`config.mk`:
```
export PLATFORM = sky130hd
export DESIGN_NAME = alu_issue_seq_flat
export DESIGN_NICKNAME = d
export VERILOG_FILES = /design/src/rtl/alu_pkg.sv /design/src/rtl/alu_issue_seq_if.sv /design/src/rtl/alu_regfile.sv /design/src/rtl/alu_issue_seq.sv /design/src/flat_wrapper.sv
export SDC_FILE = /design/constraint.sdc
export NUM_CORES = 1
export LEC_CHECK = 0
export ABC_AREA = 0
export CAP_MARGIN = 5
export CORE_UTILIZATION = 45
export CTS_BUF_LIST = sky130_fd_sc_hd__clkbuf_4
export CTS_CLUSTER_DIAMETER = 80
export DETAILED_ROUTE_END_ITERATION = 8
export PLACE_DENSITY_LB_ADDON = 0.1
export SLEW_MARGIN = 20
export SYNTH_ARGS = -nofsm -noshare
export SYNTH_HDL_FRONTEND = slang
export SYNTH_SLANG_ARGS = --single-unit
```
`constraint.sdc`:
```
create_clock -name clk -period 2.25 [get_ports clk]
set_input_delay 0.45 -clock clk [delete_from_list [all_inputs] [get_ports clk]]
set_output_delay 0.45 -clock clk [all_outputs]
set_load 0.01 [all_outputs]
```
`src/rtl/alu_pkg.sv`:
```
// Shared definitions for the ALU issue stage: opcodes, instruction layout and FSM states.
package alu_pkg;

    // ALU opcodes (interpreted by the external ALU only)
    localparam logic [2:0] OP_ADD  = 3'b000;
    localparam logic [2:0] OP_SUB  = 3'b001;
    localparam logic [2:0] OP_SHL  = 3'b010;
    localparam logic [2:0] OP_PASS = 3'b011;
    localparam logic [2:0] OP_AND  = 3'b100;
    localparam logic [2:0] OP_OR   = 3'b101;
    localparam logic [2:0] OP_XOR  = 3'b110;
    localparam logic [2:0] OP_NOT  = 3'b111;

    // Instruction layout: op[8:6] rd[5:4] rs1[3:2] rs2[1:0]
    localparam int unsigned INSTR_W = 9;
    localparam int unsigned OP_MSB  = 8;
    localparam int unsigned OP_LSB  = 6;
    localparam int unsigned RD_MSB  = 5;
    localparam int unsigned RD_LSB  = 4;
    localparam int unsigned RS1_MSB = 3;
    localparam int unsigned RS1_LSB = 2;
    localparam int unsigned RS2_MSB = 1;
    localparam int unsigned RS2_LSB = 0;

    // Register address width (four registers)
    localparam int unsigned REG_AW = 2;

    typedef enum logic [1:0] {
        S_IDLE = 2'd0,
        S_READ = 2'd1,
        S_EXEC = 2'd2,
        S_WB   = 2'd3
    } state_e;

    typedef struct packed {
        logic [2:0]        op;
        logic [REG_AW-1:0] rd;
        logic [REG_AW-1:0] rs1;
        logic [REG_AW-1:0] rs2;
    } instr_t;

    function automatic instr_t decode_instr(input logic [INSTR_W-1:0] raw);
        instr_t d;
        d.op  = raw[OP_MSB:OP_LSB];
        d.rd  = raw[RD_MSB:RD_LSB];
        d.rs1 = raw[RS1_MSB:RS1_LSB];
        d.rs2 = raw[RS2_MSB:RS2_LSB];
        return d;
    endfunction

endpackage

```
`src/rtl/alu_issue_seq_if.sv`:
```
// Bundle of the issue stage's instruction, load, ALU, result and debug signals.
interface alu_issue_seq_if
    import alu_pkg::*;
#(
    parameter int unsigned W = 8
);
    logic                  in_valid;
    logic [INSTR_W-1:0]    in_instr;
    logic                  in_ready;
    logic                  ld_valid;
    logic [REG_AW-1:0]     ld_addr;
    logic [W-1:0]          ld_data;
    logic                  ld_ready;
    logic [W-1:0]          alu_src1;
    logic [W-1:0]          alu_src2;
    logic [2:0]            alu_op;
    logic                  alu_en;
    logic [W-1:0]          alu_dst;
    logic                  alu_zero;
    logic                  res_valid;
    logic [W-1:0]          res_data;
    logic [REG_AW-1:0]     res_rd;
    logic                  zero_flag;
    logic [7:0]            instr_cnt;
    logic [REG_AW-1:0]     dbg_addr;
    logic [W-1:0]          dbg_data;

    // Issue-stage side
    modport slave (
        input  in_valid, in_instr, ld_valid, ld_addr, ld_data, alu_dst, alu_zero, dbg_addr,
        output in_ready, ld_ready, alu_src1, alu_src2, alu_op, alu_en,
        output res_valid, res_data, res_rd, zero_flag, instr_cnt, dbg_data
    );

    // Instruction source / ALU / observer side
    modport master (
        output in_valid, in_instr, ld_valid, ld_addr, ld_data, alu_dst, alu_zero, dbg_addr,
        input  in_ready, ld_ready, alu_src1, alu_src2, alu_op, alu_en,
        input  res_valid, res_data, res_rd, zero_flag, instr_cnt, dbg_data
    );

endinterface

```
`src/rtl/alu_regfile.sv`:
```
// Register file: NREG x W, two operand read ports, one debug read port, one shared write port.
module alu_regfile
    import alu_pkg::*;
#(
    parameter int unsigned NREG = 4,
    parameter int unsigned W    = 8
) (
    input  logic              clk,
    input  logic              rst_n,
    input  logic              i_wb_en,
    input  logic [REG_AW-1:0] i_wb_addr,
    input  logic [W-1:0]      i_wb_data,
    input  logic              i_ld_en,
    input  logic [REG_AW-1:0] i_ld_addr,
    input  logic [W-1:0]      i_ld_data,
    input  logic [REG_AW-1:0] i_rd1_addr,
    input  logic [REG_AW-1:0] i_rd2_addr,
    input  logic [REG_AW-1:0] i_dbg_addr,
    output logic [W-1:0]      o_rd1_data,
    output logic [W-1:0]      o_rd2_data,
    output logic [W-1:0]      o_dbg_data
);
    logic [W-1:0]      r_mem [NREG];
    logic              w_we;
    logic [REG_AW-1:0] w_waddr;
    logic [W-1:0]      w_wdata;

    // Writeback and load never coincide (loads are held off during writeback)
    always_comb begin
        w_we    = i_wb_en | i_ld_en;
        w_waddr = i_ld_addr;
        w_wdata = i_ld_data;
        if (i_wb_en) begin
            w_waddr = i_wb_addr;
            w_wdata = i_wb_data;
        end
    end

    // Storage update
    always_ff @(posedge clk or negedge rst_n) begin
        if (!rst_n) begin
            for (int unsigned i = 0; i < NREG; i++) begin
                r_mem[i] <= '0;
            end
        end else if (w_we) begin
            r_mem[w_waddr] <= w_wdata;
        end
    end

    assign o_rd1_data = r_mem[i_rd1_addr];
    assign o_rd2_data = r_mem[i_rd2_addr];
    assign o_dbg_data = r_mem[i_dbg_addr];

endmodule

```
`src/rtl/alu_issue_seq.sv`:
```
// Issue stage: accepts one instruction, reads operands, drives the external ALU,
// captures its result and writes it back. One instruction every four cycles.
module alu_issue_seq
    import alu_pkg::*;
#(
    parameter int unsigned NREG = 4,
    parameter int unsigned W    = 8
) (
    input  logic           clk,
    input  logic           rst_n,
    alu_issue_seq_if.slave bus
);
    state_e            r_state;
    instr_t            r_instr;
    logic [W-1:0]      r_src1;
    logic [W-1:0]      r_src2;
    logic [2:0]        r_op;
    logic              r_en;
    logic [W-1:0]      r_res;
    logic              r_res_zero;
    logic              r_res_valid;
    logic [W-1:0]      r_res_data;
    logic [REG_AW-1:0] r_res_rd;
    logic              r_zero_flag;
    logic [7:0]        r_cnt;

    logic              w_in_ready;
    logic              w_ld_ready;
    logic              w_wb_en;
    logic              w_ld_en;
    logic [W-1:0]      w_rs1_data;
    logic [W-1:0]      w_rs2_data;

    assign w_in_ready = (r_state == S_IDLE);
    assign w_ld_ready = (r_state != S_WB);
    assign w_wb_en    = (r_state == S_WB);
    assign w_ld_en    = bus.ld_valid & w_ld_ready;

    alu_regfile #(
        .NREG (NREG),
        .W    (W)
    ) u_regfile (
        .clk        (clk),
        .rst_n      (rst_n),
        .i_wb_en    (w_wb_en),
        .i_wb_addr  (r_instr.rd),
        .i_wb_data  (r_res),
        .i_ld_en    (w_ld_en),
        .i_ld_addr  (bus.ld_addr),
        .i_ld_data  (bus.ld_data),
        .i_rd1_addr (r_instr.rs1),
        .i_rd2_addr (r_instr.rs2),
        .i_dbg_addr (bus.dbg_addr),
        .o_rd1_data (w_rs1_data),
        .o_rd2_data (w_rs2_data),
        .o_dbg_data (bus.dbg_data)
    );

    // Issue FSM with all outputs registered
    always_ff @(posedge clk or negedge rst_n) begin
        if (!rst_n) begin
            r_state     <= S_IDLE;
            r_instr     <= '0;
            r_src1      <= '0;
            r_src2      <= '0;
            r_op        <= '0;
            r_en        <= 1'b0;
            r_res       <= '0;
            r_res_zero  <= 1'b0;
            r_res_valid <= 1'b0;
            r_res_data  <= '0;
            r_res_rd    <= '0;
            r_zero_flag <= 1'b0;
            r_cnt       <= '0;
        end else begin
            r_res_valid <= 1'b0;
            unique case (r_state)
                S_IDLE: begin
                    if (bus.in_valid) begin
                        r_instr <= decode_instr(bus.in_instr);
                        r_state <= S_READ;
                    end
                end
                S_READ: begin
                    // Loads up to and including the accept edge are visible here
                    r_src1  <= w_rs1_data;
                    r_src2  <= w_rs2_data;
                    r_op    <= r_instr.op;
                    r_en    <= 1'b1;
                    r_state <= S_EXEC;
                end
                S_EXEC: begin
                    r_res      <= bus.alu_dst;
                    r_res_zero <= bus.alu_zero;
                    r_en       <= 1'b0;
                    r_state    <= S_WB;
                end
                S_WB: begin
                    r_res_valid <= 1'b1;
                    r_res_data  <= r_res;
                    r_res_rd    <= r_instr.rd;
                    r_zero_flag <= r_res_zero;
                    r_cnt       <= r_cnt + 8'd1;
                    r_state     <= S_IDLE;
                end
                default: r_state <= S_IDLE;
            endcase
        end
    end

    assign bus.in_ready  = w_in_ready;
    assign bus.ld_ready  = w_ld_ready;
    assign bus.alu_src1  = r_src1;
    assign bus.alu_src2  = r_src2;
    assign bus.alu_op    = r_op;
    assign bus.alu_en    = r_en;
    assign bus.res_valid = r_res_valid;
    assign bus.res_data  = r_res_data;
    assign bus.res_rd    = r_res_rd;
    assign bus.zero_flag = r_zero_flag;
    assign bus.instr_cnt = r_cnt;

endmodule

```
`src/flat_wrapper.sv`:
```
// flat-port wrapper written by rule: the top's interface ports become plain ports
module alu_issue_seq_flat import alu_pkg::*;
#(
    parameter int unsigned NREG = 4,
    parameter int unsigned W    = 8
)
  (clk, rst_n, bus_in_valid, bus_in_instr, bus_ld_valid, bus_ld_addr, bus_ld_data, bus_alu_dst, bus_alu_zero, bus_dbg_addr, bus_in_ready, bus_ld_ready, bus_alu_src1, bus_alu_src2, bus_alu_op, bus_alu_en, bus_res_valid, bus_res_data, bus_res_rd, bus_zero_flag, bus_instr_cnt, bus_dbg_data);
  alu_issue_seq_if #(.W(W)) bus_i ();
  input  logic clk;
  input  logic rst_n;
  input wire logic [$bits(bus_i.in_valid)-1:0] bus_in_valid;
  input wire logic [$bits(bus_i.in_instr)-1:0] bus_in_instr;
  input wire logic [$bits(bus_i.ld_valid)-1:0] bus_ld_valid;
  input wire logic [$bits(bus_i.ld_addr)-1:0] bus_ld_addr;
  input wire logic [$bits(bus_i.ld_data)-1:0] bus_ld_data;
  input wire logic [$bits(bus_i.alu_dst)-1:0] bus_alu_dst;
  input wire logic [$bits(bus_i.alu_zero)-1:0] bus_alu_zero;
  input wire logic [$bits(bus_i.dbg_addr)-1:0] bus_dbg_addr;
  output wire logic [$bits(bus_i.in_ready)-1:0] bus_in_ready;
  output wire logic [$bits(bus_i.ld_ready)-1:0] bus_ld_ready;
  output wire logic [$bits(bus_i.alu_src1)-1:0] bus_alu_src1;
  output wire logic [$bits(bus_i.alu_src2)-1:0] bus_alu_src2;
  output wire logic [$bits(bus_i.alu_op)-1:0] bus_alu_op;
  output wire logic [$bits(bus_i.alu_en)-1:0] bus_alu_en;
  output wire logic [$bits(bus_i.res_valid)-1:0] bus_res_valid;
  output wire logic [$bits(bus_i.res_data)-1:0] bus_res_data;
  output wire logic [$bits(bus_i.res_rd)-1:0] bus_res_rd;
  output wire logic [$bits(bus_i.zero_flag)-1:0] bus_zero_flag;
  output wire logic [$bits(bus_i.instr_cnt)-1:0] bus_instr_cnt;
  output wire logic [$bits(bus_i.dbg_data)-1:0] bus_dbg_data;
  assign bus_i.in_valid = bus_in_valid;
  assign bus_i.in_instr = bus_in_instr;
  assign bus_i.ld_valid = bus_ld_valid;
  assign bus_i.ld_addr = bus_ld_addr;
  assign bus_i.ld_data = bus_ld_data;
  assign bus_i.alu_dst = bus_alu_dst;
  assign bus_i.alu_zero = bus_alu_zero;
  assign bus_i.dbg_addr = bus_dbg_addr;
  assign bus_in_ready = bus_i.in_ready;
  assign bus_ld_ready = bus_i.ld_ready;
  assign bus_alu_src1 = bus_i.alu_src1;
  assign bus_alu_src2 = bus_i.alu_src2;
  assign bus_alu_op = bus_i.alu_op;
  assign bus_alu_en = bus_i.alu_en;
  assign bus_res_valid = bus_i.res_valid;
  assign bus_res_data = bus_i.res_data;
  assign bus_res_rd = bus_i.res_rd;
  assign bus_zero_flag = bus_i.zero_flag;
  assign bus_instr_cnt = bus_i.instr_cnt;
  assign bus_dbg_data = bus_i.dbg_data;
  alu_issue_seq #(.NREG(NREG), .W(W)) u_core (.clk(clk), .rst_n(rst_n), .bus(bus_i));
endmodule
```
==> results of run 1 <==
-- stage by stage --
stage               TNS [ns]  hold WS [ns]  utilization (%)  area (um2)
finish                     0         0.478             59.5        5550
global route               0         0.499             59.5        5550
CTS                        0         0.485             59.4        5540
detailed placement     -2.45         0.440             58.1        5420
global placement       -2.40         0.432             58.1        5420
floorplan                  0         0.154                -        4380
-- registers in the layout, summed over array words and instances (netlist names) --
signal	count
u_core.u_regfile.r_mem	32
u_core.r_instr	9
u_core.bus.alu_src1	8
u_core.bus.alu_src2	8
u_core.bus.instr_cnt	8
u_core.bus.res_data	8
u_core.r_res	8
u_core.bus.alu_op	3
u_core.bus.res_rd	2
u_core.r_state	2
u_core.bus.alu_en	1
u_core.bus.res_valid	1
u_core.bus.zero_flag	1
u_core.r_res_zero	1
-- metal layers --
layer  routed length (um)  track usage [%]  part of all wire (%)  up-vias
met5                    0                0                     0        -
met4                   91             6.02                   1.0        0
li1                     -                -                     -     1386
met1                 4490             27.8                    50     1398
met2                 3910             27.5                    44       65
met3                  461             4.51                   5.2        8
-- kinds of logic (layout without fill, tap and decap cells) --
group                      after synthesis  in the layout  synth area share (%)
buffers and inverters                   37            131                  3.80
xor gates and xnor gates                 7              7                  1.40
muxes                                   98             98                  26.7
AOI/OAI and AO/OA                       54             54                  7.45
and+or+nand+nor                         48             48                  6.37
DFF                                     92             92                  52.5
adders and majority gates                6              6                  1.71
-- final cells by class --
| class | instances | share of cell area [%] |
|---|---|---|
| clock buffer | 9 | 1.22 |
| clock inverter | 7 | 1.20 |
| inverter | 21 | 1.42 |
| multi-input combinational | 213 | 34.7 |
| sequential | 92 | 41.5 |
| tap | 129 | 2.91 |
| timing repair buffer | 94 | 17.0 |
-- where the power goes --
| group | internal [mW] | switching [mW] | leakage, nW |
|---|---|---|---|
| clock network | 0.335 | 0.552 | 0.0690 |
| logic | 2.21 | 1.51 | 1.21 |
| registers | 2.48 | 0.808 | 1.11 |
| total | 5.03 | 2.87 | 2.39 |
-- what timing repair did --
item	in CTS	in global routing
hold endpoints to repair	32	0
endpoints found under the setup margin	9	3
setup buffers	1	0
pin swaps	1	0
hold buffers	1	0
resized for setup	33	3
-- placed cells by master (no fill, tap or decap), types with 2 or more instances in the layout --
cell type / instances
sky130_fd_sc_hd__nor2_1: 2
sky130_fd_sc_hd__nand4_1: 2
sky130_fd_sc_hd__a21oi_1: 17
sky130_fd_sc_hd__nand2_1: 15
sky130_fd_sc_hd__ha_1: 5
sky130_fd_sc_hd__inv_1: 21
sky130_fd_sc_hd__clkdlybuf4s50_1: 72
sky130_fd_sc_hd__o21ai_0: 33
sky130_fd_sc_hd__buf_12: 5
sky130_fd_sc_hd__xor2_1: 3
sky130_fd_sc_hd__nand3_1: 2
sky130_fd_sc_hd__dlymetal6s2s_1: 2
sky130_fd_sc_hd__buf_2: 8
sky130_fd_sc_hd__nor2b_1: 19
sky130_fd_sc_hd__nand3b_1: 2
sky130_fd_sc_hd__buf_4: 6
sky130_fd_sc_hd__dfrtp_1: 91
sky130_fd_sc_hd__clkinv_1: 3
sky130_fd_sc_hd__o21ai_4: 2
sky130_fd_sc_hd__mux2_2: 73
sky130_fd_sc_hd__mux4_2: 8
sky130_fd_sc_hd__mux2i_1: 17
sky130_fd_sc_hd__xnor2_1: 4
sky130_fd_sc_hd__nor3_1: 2
sky130_fd_sc_hd__clkbuf_4: 9
-- path summary, 6_finish.rpt --
check                                             end  cells past startpoint  slack [ns]               startpoint
max in group asynchronous  u_core.u_regfile.r_mem[18]                      3        1.04                    rst_n
hold reg to reg               u_core.bus.instr_cnt[7]                      1        0.48  u_core.bus.instr_cnt[7]
hold / removal                u_core.bus.instr_cnt[7]                      1        0.48  u_core.bus.instr_cnt[7]
setup reg to reg           u_core.u_regfile.r_mem[11]                      5        0.40        u_core.r_state[1]
setup / recovery                         bus_ld_ready                      3        0.14        u_core.r_state[1]
min in group asynchronous      u_core.bus.alu_src2[1]                      2        0.51                    rst_n
==> metrics.md, run 1 <==
| Metric | Value |
|---|---|
| Run status | `finished clean` |
| Number of antenna violations at the first check in global routing | `0` |
| Total vias in the final route | `2,857` |
| Count of endpoints failing hold in the final timing report | `0` |
| Count of antenna-violating nets left after detailed routing | `0` |
| Final setup viols | `0` |
| Top cell type's share of synthesized area | `52.5%` |
| Via count of the first global-routing pass | `between 2,000 and 3,000` |
| Startpoint types | `flop` |
| Largest buffer count on any clock path | `2` |
| Die Span X | `101 um` |
| Min setup slack post-route | `approximately 0.14 ns` |
| Most used flip-flop cell after synthesis | `sky130_fd_sc_hd__dfrtp_1` |
| Cell Chain, Critical Path | `ha_4, inv_1, clkdlybuf4s50_1` |
| CP arrival | `~1.7 ns` |
| Clock buffers created by TritonCTS | `9` |
| Leading post-synthesis cells by instance count | `sky130_fd_sc_hd__dfrtp_1, sky130_fd_sc_hd__mux2_2, sky130_fd_sc_hd__o21ai_0` |
| Cell at the root of the clock tree | `sky130_fd_sc_hd__clkbuf_4` |
| Starting density of the core | `between 40% and 50%` |
| Routability-driven placement congestion ratio | `around 0.77` |
| Classification of the worst setup path | `reg -> out` |
| Setup repair after global routing missed its margin | `false` |
| Worst Hold Class | `reg -> reg` |
| Largest net degree at the start of global routing | `39` |
| Final net count | `471` |
| Count of unique library cells instantiated by Yosys | `29` |
| Multi-input gate area in the final layout | `roughly 0.0019 mm2` |
| Total routed wirelength | `8950 um` |
| Cell type with the largest total area after synthesis | `sky130_fd_sc_hd__dfrtp_1` |
| DRT iter0 DRCs | `~80` |
| Number of design rule violations left after detail routing | `0` |
| Power density over the cells | `1420 mW/mm2` |
| Sequential Area | `0.00230 mm2` |
| Largest fanout on the critical path | `4` |
| Kind of cell with the highest combined delay on the critical path | `buffers and inverters` |
| Post-place setup slack | `-0.320 ns` |
| Fraction of registers with async set/reset | `100%` |
| Buffers plus inverters on the worst setup path | `2` |
| CTS sink count | `slightly above 90` |
| Global-route total usage across every layer | `roughly a fifth` |
| Count of flip-flops with a built-in enable after synthesis | `0` |
| Overall Power | `between 7 and 8 mW` |
| PortBufs | `83` |
| Pins over their slew limit | `0` |
| Sequential element share of the synthesized area | `about 53%` |
| Number of fillers in the final layout | `797` |
| Slew HR | `47.4%` |
| Worst-path cell with the longest stage delay | `sky130_fd_sc_hd__clkdlybuf4s50_1` |
| Post-route non-filler standard cell count | `~570` |
| Leading cell type by number of instances after synthesis | `sky130_fd_sc_hd__dfrtp_1` |
| Die footprint | `just over 0.01 mm2` |
| Peak supply drop | `a little over 0.0007 V` |
| Placeable Area | `0.00933 mm2` |
| Average via count per standard cell | `5.06` |
| Maximum single-stage delay on the critical path | `0.53 ns` |
| Mapped Avg Cell Area | `12.8 um2` |
| Slew at the pin closest to its max-slew limit | `0.789 ns` |
| Total global routing overflow | `0` |
| I/O pin cnt | `84` |
| Inserted Diodes | `0` |
| Crit share post-route | `between 90% and 100%` |
| Average detailed-routed wire length per instance | `between 15 and 20 um` |
| First-pass GRT wire length | `roughly 15,000 um` |
| Die height | `just over 100 um` |
| Length of the first detailed-routing pass in iterations | `4` |
| Largest clock skew in the final design | `around 0.021 ns` |
| Min Clock Period, post-route | `~2.1 ns` |
| Standard-cell row count | `35` |
| Achievable frequency | `around 470 MHz` |
| Syn Std Cell Area | `between 0.004 and 0.005 mm2` |
| #FFs+latches synth | `92` |
| TritonCTS clock tree | `done` |
| Worst-Skew Late Latency | `about 0.42 ns` |
| Number of H-tree levels | `3` |
| Data required time at the worst endpoint | `1.80 ns` |
| Share of final-layout standard cells stronger than drive strength 1 | `between 20% and 30%` |
| Leakage | `roughly 2.4 nW` |
| Number of instances in the synthesized netlist | `342` |
| Clock transition at the registers of the reported paths | `~0.14 ns` |
| Cell types with the largest area share after synthesis | `sky130_fd_sc_hd__dfrtp_1, sky130_fd_sc_hd__mux2_2, sky130_fd_sc_hd__mux4_2` |
| Cell count after placement | `~550` |
| Number of warning messages in the yosys log | `0` |
| CP Capture Type | `output pin` |
| Layout Area Growth over Synthesis | `26.5%` |
| Total nets after synthesis | `approximately 380` |
| Post-detail-place hpwl | `between 6000 and 7000 um` |
| Total of max-cap violations | `0` |
(Power assumes the default switching activity.)
==> run 2, diff against run 1 <==
Settings changed: CORE_MARGIN set to 3.
==> run 2 against run 1 <==
  * Clock power is 18% lower
  * Register-to-register slack worse by 0.05 ns
  * Final area hardly changed
  * Die area is 8.1% higher
  * Sequential power is 5% lower
  * Via count is 1.9% higher
  * Total power is 0.88% lower
  * Non-clock buffer count is 3 higher
  * Critical path type is now in -> out
  * Highest routed layer unchanged
==> metrics.md, run 2 (same netlist as run 1, synthesis figures left out) <==
| Metric | Value |
|---|---|
| Length of the first detailed-routing pass in iterations | `4 (unchanged)` |
| Starting density of the core | `46.8% (-0.22 points)` |
| Die height | `105 um (+4.0%)` |
| Power density over the cells | `1410 mW/mm2 (-0.86%)` |
| Worst-Skew Late Latency | `0.41 ns (about the same)` |
| Count of endpoints failing hold in the final timing report | `0 (unchanged)` |
| Share of final-layout standard cells stronger than drive strength 1 | `26.8% (-1.2 points)` |
| Routability-driven placement congestion ratio | `0.757 (-1.4%)` |
| Worst Hold Class | `in -> async` |
| Global-route total usage across every layer | `18.0% (-0.87 points)` |
| Number of H-tree levels | `3 (unchanged)` |
| Die footprint | `0.0110 mm2 (+8.1%)` |
| Leakage | `2.39 nW (about the same)` |
| Run status | `finished clean` |
| Post-detail-place hpwl | `6630 um (+2.6%)` |
| Slew HR | `56.9% (+9.5 points)` |
| Critical register-to-register path startpoint | `u_core.r_state[1]` |
| Instance area at placement | `0.00543 mm2 (+0.18%)` |
| Peak supply drop | `0.000677 V (-6.3%)` |
| DRT iter0 DRCs | `71 (-12%)` |
| PortBufs | `83 (unchanged)` |
| Cell at the root of the clock tree | `sky130_fd_sc_hd__clkbuf_4` |
| First-pass GRT wire length | `15,400 um (+5.0%)` |
| Largest clock skew in the final design | `0.0138 ns (-0.00705 ns)` |
| Commonest cells after routing, fill and taps aside | `sky130_fd_sc_hd__dfrtp_1, sky130_fd_sc_hd__mux2_2, sky130_fd_sc_hd__clkdlybuf4s50_1` |
| Setup TNS Final | `0 ns (unchanged)` |
| Total routed wirelength | `9500 um (+6.2%)` |
| Count of antenna-violating nets left after detailed routing | `0 (unchanged)` |
| Final setup viols | `0 (unchanged)` |
| Top layer reached by signal wires | `met4` |
| Most common library cell in the layout ignoring fill and taps | `sky130_fd_sc_hd__dfrtp_1` |
| Pins over their slew limit | `0 (unchanged)` |
| Clock transition at the registers of the reported paths | `0.13 ns (about the same)` |
| I/O pin cnt | `84 (unchanged)` |
| Largest net degree at the start of global routing | `73 (+87%)` |
| Setup repair after global routing missed its margin | `false` |
| Util after Layout | `59.2% (-0.29 points)` |
| Detailed-routed wire length on met2 | `4420 um (+13%)` |
| Data required time at the worst endpoint | `1.80 ns (about the same)` |
| Summed area of non-filler cells in the final layout | `0.00554 mm2 (about the same)` |
| Largest buffer count on any clock path | `2 (unchanged)` |
| Min Clock Period, post-route | `2.17 ns (+0.0574 ns)` |
| TritonCTS clock tree | `done` |
| Number of antenna violations at the first check in global routing | `0 (unchanged)` |
| Met3 Routed Length | `480 um (+4.1%)` |
| Layout Area Growth over Synthesis | `26.5% (about the same)` |
| Total global routing overflow | `0 (unchanged)` |
| Placeable Area | `0.00937 mm2 (+0.47%)` |
| WHS | `0.453 ns (-0.0251 ns)` |
| Standard-cell row count | `35 (unchanged)` |
| Largest registers | `u_core.u_regfile.r_mem (32), u_core.r_instr (9)` |
| Average detailed-routed wire length per instance | `16.8 um (+6.0%)` |
| Crit path launch | `bus_dbg_addr[1]` |
| Clock buffers created by TritonCTS | `9 (unchanged)` |
| Number of flip-flops in the largest register | `32 (unchanged)` |
| Achievable frequency | `462 MHz (-2.7%)` |
| Slew at the pin closest to its max-slew limit | `0.640 ns (-0.150 ns)` |
| Die Span X | `105 um (+4.0%)` |
| Startpoint types | `input pin` |
| Top register by number of flip-flops | `u_core.u_regfile.r_mem` |
| Met1 Wirelength | `4500 um (+0.18%)` |
| CTS sink count | `92 (unchanged)` |
| Largest fanout on the critical path | `4 (unchanged)` |
| Average via count per standard cell | `5.14 (+1.7%)` |
| Total vias in the final route | `2,911 (+1.9%)` |
| Final net count | `474 (+0.64%)` |
| Crit share post-route | `96.2% (+2.6 points)` |
| Classification of the worst setup path | `in -> out` |
| Via count of the first global-routing pass | `2,865 (+0.14%)` |
| Number of design rule violations left after detail routing | `0 (unchanged)` |
| Total of max-cap violations | `0 (unchanged)` |
| CP arrival | `1.72 ns (+0.06 ns)` |
| Inserted Diodes | `0 (unchanged)` |
| CP Capture Type | `output pin` |
## run 2: changes by cell type in the layout (fill, tap and decap cells not counted), moves of 2 or more
cell	change
sky130_fd_sc_hd__buf_2	-8
sky130_fd_sc_hd__buf_4	+4
sky130_fd_sc_hd__clkdlybuf4s15_1	+2
sky130_fd_sc_hd__clkinv_1	-2
sky130_fd_sc_hd__clkinv_2	+3
sky130_fd_sc_hd__dlygate4sd2_1	+7
## run 2: worst paths after layout
path | endpoint | cells past startpoint | slack [ns]
setup / recovery | bus_dbg_data[2] | 4 | 0.08
hold / removal | u_core.bus.alu_src1[0] | 2 | 0.45
setup reg to reg | u_core.u_regfile.r_mem[31] | 5 | 0.35
hold reg to reg | u_core.bus.instr_cnt[7] | 1 | 0.48
max in group asynchronous | u_core.r_state[1] | 3 | 1.12
min in group clk | u_core.bus.instr_cnt[7] | 1 | 0.48
## run 2: final cells by class
cell class / instances / area (um2)
Clock buffer: 10 / 75.1
Clock inverter: 4 / 18.8
Fill cell: 824 / 3830
Inverter: 21 / 78.8
Multi-Input combinational cell: 213 / 1930
Sequential cell: 92 / 2300
Tap cell: 129 / 161
Timing Repair Buffer: 97 / 980
## run 2: critical path, stage by stage
cell and delay (ns):
sky130_fd_sc_hd__clkdlybuf4s50_1 0.50, sky130_fd_sc_hd__buf_4 0.17, sky130_fd_sc_hd__mux4_2 0.29, sky130_fd_sc_hd__dlygate4sd2_1 0.30
## run 2: repair_timing
item,CTS,global route
pin swaps,1,0
hold buffers,1,0
endpoints found under the hold margin,20,0
buffers inserted,1,0
resized for setup,12,2
setup endpoints to repair,9,1
## run 2: through the flow
stage / worst slack (ns) / instances / total power [mW]
after global placement: -0.342 / 550 / 7.12
after global routing: 0.0358 / 566 / 8.40
after detailed placement: -0.341 / 550 / 7.21
after CTS: 0.0393 / 566 / 7.92
after floorplan: 0.562 / 342 / 5.54
final: 0.0848 / 566 / 7.83
## run 2: routing by layer
metal / global-route usage, % / vias to the layer above
li1: - / 1386
met1: 25.5 / 1439
met2: 28.3 / 78
met3: 3.09 / 8
met4: 5.90 / 0
met5: 0 / -
## run 2: power breakdown
| part | total (mW) | switching [mW] | internal, mW |
|---|---|---|---|
| Sequential | 3.13 | 0.647 | 2.49 |
| Combinational | 3.97 | 1.71 | 2.26 |
| Clock | 0.726 | 0.505 | 0.220 |
==> run 3, diff against run 2 <==
==> constraint.sdc (replaced) <==
create_clock -name clk -period 1.95 [get_ports clk]
set_input_delay 0.39 -clock clk [delete_from_list [all_inputs] [get_ports clk]]
set_output_delay 0.39 -clock clk [all_outputs]
set_load 0.02 [all_outputs]
==> run 3 against run 2 <==
  * Die area did not move
  * Combinational power rose by 37%
  * Worst hold slack got worse by 0.016 ns
  * Utilization rose by 2.9 points
  * Register-to-register slack got worse by 0.18 ns
  * Via count rose by 4.5%
  * Critical path depth fell by 2
==> metrics.md, run 3 (same netlist as run 1, synthesis figures left out) <==
| Metric | Value |
|---|---|
| Run status | `finished clean` |
| Number of design rule violations left after detail routing | `0 (unchanged)` |
| Peak supply drop | `0.000888 V (+31%)` |
| CTS sink count | `92 (unchanged)` |
| TritonCTS clock tree | `done` |
| DRT iter0 DRCs | `93 (+31%)` |
| Most common library cell in the layout ignoring fill and taps | `sky130_fd_sc_hd__dfrtp_1` |
| WHS | `0.437 ns (-0.0163 ns)` |
| Count of endpoints failing hold in the final timing report | `0 (unchanged)` |
| Via count of the first global-routing pass | `3,066 (+7.0%)` |
| Clock transition at the registers of the reported paths | `0.14 ns (about the same)` |
| Count of antenna-violating nets left after detailed routing | `0 (unchanged)` |
| Post-detail-place hpwl | `6960 um (+4.9%)` |
| Starting density of the core | `46.8% (unchanged)` |
| Power density over the cells | `1730 mW/mm2 (+22%)` |
| Setup repair after global routing missed its margin | `true` |
| Average via count per standard cell | `5.13 (-0.26%)` |
| I/O pin cnt | `84 (unchanged)` |
| Clock buffers created by TritonCTS | `9 (unchanged)` |
| Routability-driven placement congestion ratio | `0.769 (+1.6%)` |
| PortBufs | `83 (unchanged)` |
| Worst Hold Class | `in -> async` |
| Number of antenna violations at the first check in global routing | `0 (unchanged)` |
| Number of H-tree levels | `3 (unchanged)` |
| Average detailed-routed wire length per instance | `17.0 um (+1.0%)` |
| Slew HR | `61.3% (+4.4 points)` |
| Leakage | `2.59 nW (+8.4%)` |
| Achievable frequency | `roughly 530 MHz` |
| Min setup slack post-route | `0.0471 ns (-0.0377 ns)` |
| Largest registers | `u_core.u_regfile.r_mem (32), u_core.r_instr (9)` |
| Final net count | `499 (+5.3%)` |
| Largest fanout on the critical path | `4 (unchanged)` |
| Cell at the root of the clock tree | `sky130_fd_sc_hd__clkbuf_4` |
| First-pass GRT wire length | `16,300 um (+5.2%)` |
| Total global routing overflow | `0 (unchanged)` |
| Share of final-layout standard cells stronger than drive strength 1 | `33.0% (+6.2 points)` |
| Die footprint | `0.0110 mm2 (unchanged)` |
| Total vias in the final route | `3,042 (+4.5%)` |
| Length of the first detailed-routing pass in iterations | `4 (unchanged)` |
| Total of max-cap violations | `0 (unchanged)` |
| Crit share post-route | `97.6%` |
| Classification of the worst setup path | `reg -> out` |
| Post-place setup slack | `-0.584 ns (-0.243 ns)` |
| Top register by number of flip-flops | `u_core.u_regfile.r_mem` |
| Standard-cell row count | `35 (unchanged)` |
| Min Clock Period, post-route | `between 1.5 and 2 ns` |
| Largest clock skew in the final design | `0.0134 ns (-0.000331 ns)` |
| Largest net degree at the start of global routing | `34 (-53%)` |
| Pins over their slew limit | `0 (unchanged)` |
| Die Span X | `105 um (unchanged)` |
| CP Capture Type | `output pin` |
| Slew at the pin closest to its max-slew limit | `0.574 ns (-0.0660 ns)` |
| Startpoint types | `flop` |
| Largest buffer count on any clock path | `2 (unchanged)` |
| Total routed wirelength | `10,100 um (+5.8%)` |
| CP arrival | `1.51 ns (-0.21 ns)` |
| Die height | `105 um (unchanged)` |
| Commonest cells after routing, fill and taps aside | `sky130_fd_sc_hd__dfrtp_1, sky130_fd_sc_hd__mux2_2, sky130_fd_sc_hd__clkdlybuf4s50_1` |
| Data required time at the worst endpoint | `1.56 ns (-0.24 ns)` |
| Number of flip-flops in the largest register | `32 (unchanged)` |
| Summed area of non-filler cells in the final layout | `0.00581 mm2 (+4.9%)` |
| Global-route total usage across every layer | `18.8% (+0.86 points)` |
| Worst-Skew Late Latency | `0.42 ns (about the same)` |
| Final setup viols | `0 (unchanged)` |
| Instance area at placement | `0.00552 mm2 (+1.7%)` |
| Layout Area Growth over Synthesis | `32.7%` |
| Inserted Diodes | `0 (unchanged)` |
| Placeable Area | `0.00937 mm2 (unchanged)` |
run 3: cell types whose count changed in the layout (fill, tap and decap cells not counted), moves of 2 or more:
cell / delta
sky130_fd_sc_hd__buf_12: +3
sky130_fd_sc_hd__buf_4: +20
sky130_fd_sc_hd__clkdlybuf4s15_1: -2
sky130_fd_sc_hd__buf_2: +4
sky130_fd_sc_hd__dlygate4sd2_1: -5
sky130_fd_sc_hd__buf_6: +7
sky130_fd_sc_hd__clkinv_2: -2
sky130_fd_sc_hd__clkdlybuf4s50_1: -7
sky130_fd_sc_hd__clkinv_4: +2
sky130_fd_sc_hd__dlymetal6s2s_1: +4
run 3: timing repair:
action	in CTS	in global routing
hold endpoints to repair	29	0
hold buffers	1	0
buffers inserted	9	10
setup endpoints to repair	11	15
resized for setup	41	20
run 3: stage by stage:
step	util [%]	setup TNS, ns	cells	power, mW
floorplan	-	0	342	6.77
global placement	58.9	-4.45	557	8.68
detailed placement	58.9	-4.55	557	8.80
CTS	60.8	0	583	9.90
global route	62.0	-0.0487	593	10.7
finish	62.0	0	593	10.0
run 3: critical path: stages, from the launching register on:
cell,delay [ns]
sky130_fd_sc_hd__dfrtp_1,0.44
sky130_fd_sc_hd__mux4_2,0.50
sky130_fd_sc_hd__buf_6,0.15
run 3: path summary, 6_finish.rpt:
path | from | endpoint | slack [ns] | depth (start not counted)
min in group clk | u_core.bus.instr_cnt[7] | u_core.bus.instr_cnt[7] | 0.49 | 1
max in group asynchronous | rst_n | u_core.bus.res_data[6] | 0.98 | 3
worst min-delay path | rst_n | u_core.bus.alu_src1[1] | 0.44 | 2
worst max-delay path | u_core.u_regfile.r_mem[0] | bus_dbg_data[0] | 0.05 | 2
worst min register to register | u_core.bus.instr_cnt[7] | u_core.bus.instr_cnt[7] | 0.49 | 1
worst max register to register | u_core.r_state[0] | u_core.u_regfile.r_mem[1] | 0.17 | 4
run 3: final cells by class:
class / instances / area [um2]
repair buffers: 122 / 1210
clock buffers: 9 / 67.6
multi-input cells: 213 / 1930
flip-flops and latches: 92 / 2300
clock inverters: 7 / 67.6
inverters: 21 / 78.8
well taps: 129 / 161
fillers: 808 / 3560
run 3: report_power, final:
group          internal [mW]  leakage, nW  switching, mW  total (mW)
clock                  0.385       0.0710          0.621        1.01
combinational           2.93         1.41           2.52        5.45
sequential              2.86         1.11          0.713        3.58
total                   6.18         2.59           3.85        10.0
run 3: metal layers:
| metal | part of all wire, % | up-vias | track usage, % |
|---|---|---|---|
| li1 | - | 1439 | - |
| met1 | 44 | 1513 | 25.5 |
| met2 | 50 | 82 | 30.3 |
| met3 | 5.3 | 8 | 5.37 |
| met4 | 0.83 | 0 | 4.40 |
| met5 | 0 | - | 0 |
